==> config.mk <==
export PLATFORM = sky130hd
export DESIGN_NAME = hack_sequencer_flat
export DESIGN_NICKNAME = d
export VERILOG_FILES = /design/src/rtl/hack_sequencer_if.sv /design/src/rtl/hack_sequencer.sv /design/src/flat_wrapper.sv
export SDC_FILE = /design/constraint.sdc
export NUM_CORES = 1
export LEC_CHECK = 0
export ABC_CLOCK_PERIOD_IN_PS = 1500
export CELL_PAD_IN_SITES_DETAIL_PLACEMENT = 0
export CELL_PAD_IN_SITES_GLOBAL_PLACEMENT = 2
export CORE_ASPECT_RATIO = 1.1
export CORE_MARGIN = 2
export CORE_UTILIZATION = 22
export CTS_CLUSTER_SIZE = 12
export DETAILED_ROUTE_END_ITERATION = 10
export GPL_TIMING_DRIVEN = 0
export PLACE_DENSITY = 0.8
export SETUP_SLACK_MARGIN = 0.05
export SLEW_MARGIN = 25
export SYNTH_ARGS = -nofsm -noshare
export SYNTH_HDL_FRONTEND = slang
export SYNTH_SLANG_ARGS = --single-unit
==> constraint.sdc <==
create_clock -name clk -period 1.5 [get_ports clk]
set_input_delay 0.225 -clock clk [delete_from_list [all_inputs] [get_ports clk]]
set_output_delay 0.225 -clock clk [all_outputs]
set_load 0.02 [all_outputs]
==> src/rtl/hack_sequencer_if.sv <==
// hack_sequencer_if: bundle of the signals between the Hack fetch/execute sequencer and its
// surroundings (byte-wide instruction source, data memory, extended ALU, debug taps).
//   instr_byte/instr_valid/instr_ready : byte stream of 16-bit instructions, low byte first
//   m_in                               : RAM[A] read data, stable during EXEC
//   alu_x/alu_y/alu_instr              : operands and 9-bit instruction sent to the ALU
//   alu_out/alu_zr/alu_ng              : ALU result and flags
//   write_m/m_out/addr_m               : one-cycle memory write strobe, data, address
//   pc/a_reg/d_reg                     : program counter and architectural registers
// Modports: master = environment (byte source, memory, ALU); slave = sequencer.
interface hack_sequencer_if;
  logic [7:0]  instr_byte;
  logic        instr_valid;
  logic        instr_ready;
  logic [15:0] m_in;
  logic [15:0] alu_x;
  logic [15:0] alu_y;
  logic [8:0]  alu_instr;
  logic [15:0] alu_out;
  logic        alu_zr;
  logic        alu_ng;
  logic        write_m;
  logic [15:0] m_out;
  logic [14:0] addr_m;
  logic [14:0] pc;
  logic [15:0] a_reg;
  logic [15:0] d_reg;

  modport master (
    output instr_byte, instr_valid, m_in, alu_out, alu_zr, alu_ng,
    input  instr_ready, alu_x, alu_y, alu_instr, write_m, m_out, addr_m, pc, a_reg, d_reg
  );

  modport slave (
    input  instr_byte, instr_valid, m_in, alu_out, alu_zr, alu_ng,
    output instr_ready, alu_x, alu_y, alu_instr, write_m, m_out, addr_m, pc, a_reg, d_reg
  );
endinterface

==> src/rtl/hack_sequencer.sv <==
// hack_sequencer: multi-cycle fetch/execute sequencer for the extended Hack CPU.
// Streams each 16-bit instruction in as two bytes (FETCH_LO, FETCH_HI), then spends one EXEC
// cycle driving the external combinational ALU and committing its result to A, D, memory and pc.
// Ports:
//   clk    : rising-edge clock
//   rst_n  : asynchronous active-low reset
//   io_seq : hack_sequencer_if.slave (byte link, memory, ALU and debug signals)
module hack_sequencer (
  input  logic             clk,
  input  logic             rst_n,
  hack_sequencer_if.slave  io_seq
);

  typedef enum logic [1:0] {StFetchLo, StFetchHi, StExec} state_e;

  state_e      r_state, w_state_next;
  logic [15:0] r_ir, w_ir_next;
  logic [15:0] r_a, w_a_next;
  logic [15:0] r_d, w_d_next;
  logic [14:0] r_pc, w_pc_next;

  logic        w_ready;
  logic        w_write_m;
  logic        w_is_c;
  logic        w_dest_a, w_dest_d, w_dest_m;
  logic        w_take;
  logic [14:0] w_pc_inc;

  assign w_is_c   = r_ir[15];
  assign w_dest_a = r_ir[5];
  assign w_dest_d = r_ir[4];
  assign w_dest_m = r_ir[3];
  assign w_pc_inc = r_pc + 15'd1;  // wraps modulo 2^15

  // Jump bits are {lt, eq, gt}, evaluated against the flags the ALU returns.
  assign w_take = (r_ir[2] & io_seq.alu_ng) | (r_ir[1] & io_seq.alu_zr) |
                  (r_ir[0] & ~io_seq.alu_ng & ~io_seq.alu_zr);

  always_comb begin
    w_state_next = r_state;
    w_ir_next    = r_ir;
    w_a_next     = r_a;
    w_d_next     = r_d;
    w_pc_next    = r_pc;
    w_ready      = 1'b0;
    w_write_m    = 1'b0;
    unique case (r_state)
      StFetchLo: begin
        w_ready = 1'b1;
        if (io_seq.instr_valid) begin
          w_ir_next[7:0] = io_seq.instr_byte;
          w_state_next   = StFetchHi;
        end
      end
      StFetchHi: begin
        w_ready = 1'b1;
        if (io_seq.instr_valid) begin
          w_ir_next[15:8] = io_seq.instr_byte;
          w_state_next    = StExec;
        end
      end
      StExec: begin
        w_state_next = StFetchLo;
        if (!w_is_c) begin
          w_a_next  = {1'b0, r_ir[14:0]};
          w_pc_next = w_pc_inc;
        end else begin
          if (w_dest_a) w_a_next = io_seq.alu_out;
          if (w_dest_d) w_d_next = io_seq.alu_out;
          w_write_m = w_dest_m;
          // Jump target is the A value from before this instruction's commit.
          w_pc_next = w_take ? r_a[14:0] : w_pc_inc;
        end
      end
      default: w_state_next = StFetchLo;
    endcase
  end

  always_ff @(posedge clk or negedge rst_n) begin
    if (!rst_n) begin
      r_state <= StFetchLo;
      r_ir    <= 16'd0;
      r_a     <= 16'd0;
      r_d     <= 16'd0;
      r_pc    <= 15'd0;
    end else begin
      r_state <= w_state_next;
      r_ir    <= w_ir_next;
      r_a     <= w_a_next;
      r_d     <= w_d_next;
      r_pc    <= w_pc_next;
    end
  end

  // Decode is always live so the ALU sees the current ir/A/D even in fetch states.
  assign io_seq.instr_ready = w_ready;
  assign io_seq.write_m     = w_write_m;
  assign io_seq.alu_x       = r_d;
  assign io_seq.alu_y       = r_ir[12] ? io_seq.m_in : r_a;
  assign io_seq.alu_instr   = r_ir[14:6];
  assign io_seq.m_out       = io_seq.alu_out;
  assign io_seq.addr_m      = r_a[14:0];
  assign io_seq.pc          = r_pc;
  assign io_seq.a_reg       = r_a;
  assign io_seq.d_reg       = r_d;

endmodule

==> src/flat_wrapper.sv <==
// flat-port wrapper written by rule: the top's interface ports become plain ports
module hack_sequencer_flat 
  (clk, rst_n, io_seq_instr_byte, io_seq_instr_valid, io_seq_m_in, io_seq_alu_out, io_seq_alu_zr, io_seq_alu_ng, io_seq_instr_ready, io_seq_alu_x, io_seq_alu_y, io_seq_alu_instr, io_seq_write_m, io_seq_m_out, io_seq_addr_m, io_seq_pc, io_seq_a_reg, io_seq_d_reg);
  hack_sequencer_if io_seq_i ();
  input  logic clk;
  input  logic rst_n;
  input wire logic [$bits(io_seq_i.instr_byte)-1:0] io_seq_instr_byte;
  input wire logic [$bits(io_seq_i.instr_valid)-1:0] io_seq_instr_valid;
  input wire logic [$bits(io_seq_i.m_in)-1:0] io_seq_m_in;
  input wire logic [$bits(io_seq_i.alu_out)-1:0] io_seq_alu_out;
  input wire logic [$bits(io_seq_i.alu_zr)-1:0] io_seq_alu_zr;
  input wire logic [$bits(io_seq_i.alu_ng)-1:0] io_seq_alu_ng;
  output wire logic [$bits(io_seq_i.instr_ready)-1:0] io_seq_instr_ready;
  output wire logic [$bits(io_seq_i.alu_x)-1:0] io_seq_alu_x;
  output wire logic [$bits(io_seq_i.alu_y)-1:0] io_seq_alu_y;
  output wire logic [$bits(io_seq_i.alu_instr)-1:0] io_seq_alu_instr;
  output wire logic [$bits(io_seq_i.write_m)-1:0] io_seq_write_m;
  output wire logic [$bits(io_seq_i.m_out)-1:0] io_seq_m_out;
  output wire logic [$bits(io_seq_i.addr_m)-1:0] io_seq_addr_m;
  output wire logic [$bits(io_seq_i.pc)-1:0] io_seq_pc;
  output wire logic [$bits(io_seq_i.a_reg)-1:0] io_seq_a_reg;
  output wire logic [$bits(io_seq_i.d_reg)-1:0] io_seq_d_reg;
  assign io_seq_i.instr_byte = io_seq_instr_byte;
  assign io_seq_i.instr_valid = io_seq_instr_valid;
  assign io_seq_i.m_in = io_seq_m_in;
  assign io_seq_i.alu_out = io_seq_alu_out;
  assign io_seq_i.alu_zr = io_seq_alu_zr;
  assign io_seq_i.alu_ng = io_seq_alu_ng;
  assign io_seq_instr_ready = io_seq_i.instr_ready;
  assign io_seq_alu_x = io_seq_i.alu_x;
  assign io_seq_alu_y = io_seq_i.alu_y;
  assign io_seq_alu_instr = io_seq_i.alu_instr;
  assign io_seq_write_m = io_seq_i.write_m;
  assign io_seq_m_out = io_seq_i.m_out;
  assign io_seq_addr_m = io_seq_i.addr_m;
  assign io_seq_pc = io_seq_i.pc;
  assign io_seq_a_reg = io_seq_i.a_reg;
  assign io_seq_d_reg = io_seq_i.d_reg;
  hack_sequencer u_core (.clk(clk), .rst_n(rst_n), .io_seq(io_seq_i));
endmodule
==> results.txt <==
----------------------------------------------------
[Synthesis]
  Main combinational cell family by area after synthesis ... multiplexers
  Area share of fa/ha/maj cells after synthesis ... 0.3420%
  Share of synthesized cell area in and, or, nand and nor gates ... 10.47%
  Ranking of synthesized cells by area ... dfrtp_1 44%, mux2_2 14%, buf_4 12%, mux2i_1 5.7%, a21oi_1 2.9%
  Share of synthesized area spent on multiplexers ... about a fifth
  Post-synthesis cell area ... 3659 um2
  Post-synthesis share of cell area spent on xor and xnor gates ... 0.2394%
  Cell type with the highest aggregate area in the netlist ... dfrtp_1
  Area fraction of the dominant cell type after synthesis ... around 44%
  Total of flip-flops plus latches after synthesis ... 65
  Distinct cells, synth ... 42
  Yosys warning count ... 0
  Sequential share of the synthesized area ... 44.46%
  Syn Inst Count ... 343
  Post-synth net total ... 389
  Synthesized-area fraction occupied by ao, oa, aoi and oai cells ... about a tenth
  Per-instance average area after synthesis ... 10.67 um2

[Finish]
  Share of cells above drive strength 1 ... 45.47%
  Multi-input logic area ... between 1500 and 2000 um2
  Nets ... 615
  Diode count ... 0
  Area overhead of the layout relative to synthesis ... 79.38%
  Final core occ ... 40.24%
  Number of fill cells ... 1669
  Flip-flop and latch area ... 1659 um2

[Power and ir drop]
  Total power density per cell area ... 2274 nW/um2
  Maximum resistive drop on vdd ... 0.0009080 V
  Leakage ... about 3 nW
  Total design power ... between 10 and 15 mW

[STA]
  Clock Skews ... 5.710 ps
  Count of final setup violators ... 21
  Minimum setup slack in the final design ... -199.7 ps
  Final critical-path required period ... approximately 1700 ps
  RSZ-0062 raised after global routing ... yes
  Highest clock frequency the design can meet ... 588.3 MHz
  Normalized max-slew margin ... a little over three fifths
  Final Hold Violating Endpoints ... 0
  Worst-margin pin slew ... 561.1 ps
  Share of the clock period used by the worst path after layout ... 113.3%
  Max Transition Viols Final ... 0

[Global route]
  Number of global-route vias before repair ... ~3500
  Wire length of the first global-routing pass ... 20340 um
  Number of antenna violations at the first check in global routing ... 0
  Largest net degree at the start of global routing ... 40
  Leftover overflow at the end of global routing ... 0
  GR Util All Layers ... 14.75%

[Setup path]
  Type of the setup path with the least slack ... register to output port
  Data required time at the worst endpoint ... 1270 ps
  CP startpoint kind ... register
  Worst endpoint data arrival time ... about 1500 ps
  Category of the worst setup path capture point ... output port
  Critical Path Fanout Max ... 7

[Clock network]
  CTS tree ... yes
  Worst-path clk slew ... 60 ps
  Total CTS buffers ... 9
  Worst-skew pair later-pin latency ... 320 ps
  Root Buffer Master ... clkbuf_16
  Clock sink count ... 65
  Clock Path Buffers ... 2
  H-tree lvl count ... 3

[Floorplan]
  Width of the chip ... between 100 and 150 um
  Die Ht ... 139.3 um
  Placeable Area ... 16310 um2
  Die outline area ... 17680 um2
  Num rows ... 49
  Effective utilization at floorplan ... 22.43%
  I/O Pins ... around 170

[Status]
  Violations in the final reports ... negative setup slack
  Status ... complete, but fails checks

[Placed design]
  Post-DP HPWL ... 9467 um
  Placer's final routability congestion estimate ... between 0.8 and 0.9
  Buffers added on ports ... 165
  Worst setup slack after placement ... -773.7 ps

[Routing]
  Final WL ... between 10000 and 15000 um
  Number of nets with antenna violations after routing ... 0
  Drt wl/cell ... approximately 17 um
  Overall via count from detail_route ... 3391
  Via count normalized by instance count ... 4.359
  Total iterations of the first detailed-routing run ... 4
  Number of DRC violations after detailed routing ... 0
  DR iter-0 viols ... 133

[Run]
  Max cap viols ... 0

[Worst hold path]
  Worst hold path type ... input port to register

----------------------------------------------------
## cells in the final DEF, fill, tap and decap left out, drive strengths merged, types with 12 or more instances in the layout
master / count
a21oi: 21
clkdlybuf4s15: 18
buf: 137
inv: 13
clkdlybuf4s50: 40
nor2: 19
nand2: 12
clkbuf: 17
dfrtp: 65
dlygate4sd2: 84
mux2i: 21
mux2: 46
## synth_stat cells
master,number
dfrtp_1,65
buf_4,57
mux2_2,46
a21oi_1,21
mux2i_1,21
nor2_1,18
inv_1,13
nand2_1,12
nand3_1,10
o21ai_0,9
buf_2,8
and3_1,5
clkbuf_1,5
nor3_1,5
and4_1,4
nand4_1,4
nor4_1,3
o211ai_1,3
o2bb2ai_1,3
or4_1,3
a211oi_1,2
a22oi_1,2
a2bb2oi_1,2
buf_1,2
nor3b_2,2
o22ai_1,2
a211o_1,1
a22o_1,1
a22o_4,1
a31oi_1,1
and2_1,1
buf_6,1
ha_1,1
nand2b_1,1
nand3_2,1
nor2_2,1
nor4b_1,1
o21a_4,1
o21ai_1,1
o21ai_4,1
o311ai_0,1
xnor2_1,1
## critical path, cell delays in order (launching register included)
cell and delay, ps:
dfrtp_1 420, buf_12 150, buf_12 140, mux2_4 300, buf_6 130
## metrics by stage
stage	std cells	cell area, um2	hold WS, ps	setup TNS (ps)
final	778	6563	299.3	-3164
after detailed placement	713	5607	254.6	-26390
after global placement	712	5589	489.7	-167270
after floorplan	343	3682	-70.59	0
after CTS	766	6242	474.0	-3624
after global routing	778	6563	346.6	-4021
## logic make-up (layout without fill, tap and decap cells)
kind of cell    after synthesis  after routing
fa+ha+maj                     1              1
flops                        65             65
mux                          67             67
xor+xnor                      1              1
simple gates                 71             71
buf+inv                      86            317
compound gates               52             52
## cell type report
type / count / area share, %
plain buffers: 71 / 9.419
clock inverters: 5 / 0.4576
flip-flops and latches: 65 / 25.28
multi-input cells: 192 / 25.70
well taps: 204 / 3.889
clock buffers: 11 / 3.851
repair buffers: 217 / 30.66
inverters: 13 / 0.7436
## per-layer routing
| metal | wire [um] | vias up | track usage (%) |
|---|---|---|---|
| li1 | - | 1610 | - |
| met1 | 5533 | 1659 | 18.38 |
| met2 | 6973 | 114 | 25.41 |
| met3 | 767 | 8 | 3.845 |
| met4 | 109 | 0 | 3.644 |
| met5 | 0 | - | 0 |
## final timing paths
check	from	end	slack, ps	cells after the start
worst max-delay path	u_core.r_ir[12]$_DFFE_PN0P_	io_seq_alu_y[9]	-200	4
worst min-delay path	io_seq_alu_out[12]	u_core.io_seq.alu_x[12]$_DFFE_PN0P_	300	2
worst max register to register	u_core.r_ir[2]$_DFFE_PN0P_	u_core.io_seq.pc[11]$_DFFE_PN0N_	-90	4
worst min register to register	u_core.io_seq.alu_x[13]$_DFFE_PN0P_	u_core.io_seq.alu_x[13]$_DFFE_PN0P_	530	1
max in group asynchronous	rst_n	u_core.io_seq.a_reg[4]$_DFFE_PN0P_	490	3
min in group asynchronous	rst_n	u_core.io_seq.pc[6]$_DFFE_PN0N_	450	2
## report_power, final
part           switching [mW]  internal [mW]
combinational            4.57           4.79
sequential              0.922           2.67
clock                   0.782           1.20
## timing repair
action                                  CTS  global route
setup buffers                            37            12
hold buffers                              1             0
cloned                                    1             1
endpoints found under the setup margin  170            63
pin swaps                                14             8
gates resized for setup                 267            77
endpoints found under the hold margin    38             0
Note: power is estimated with default switching activity, not from simulation.
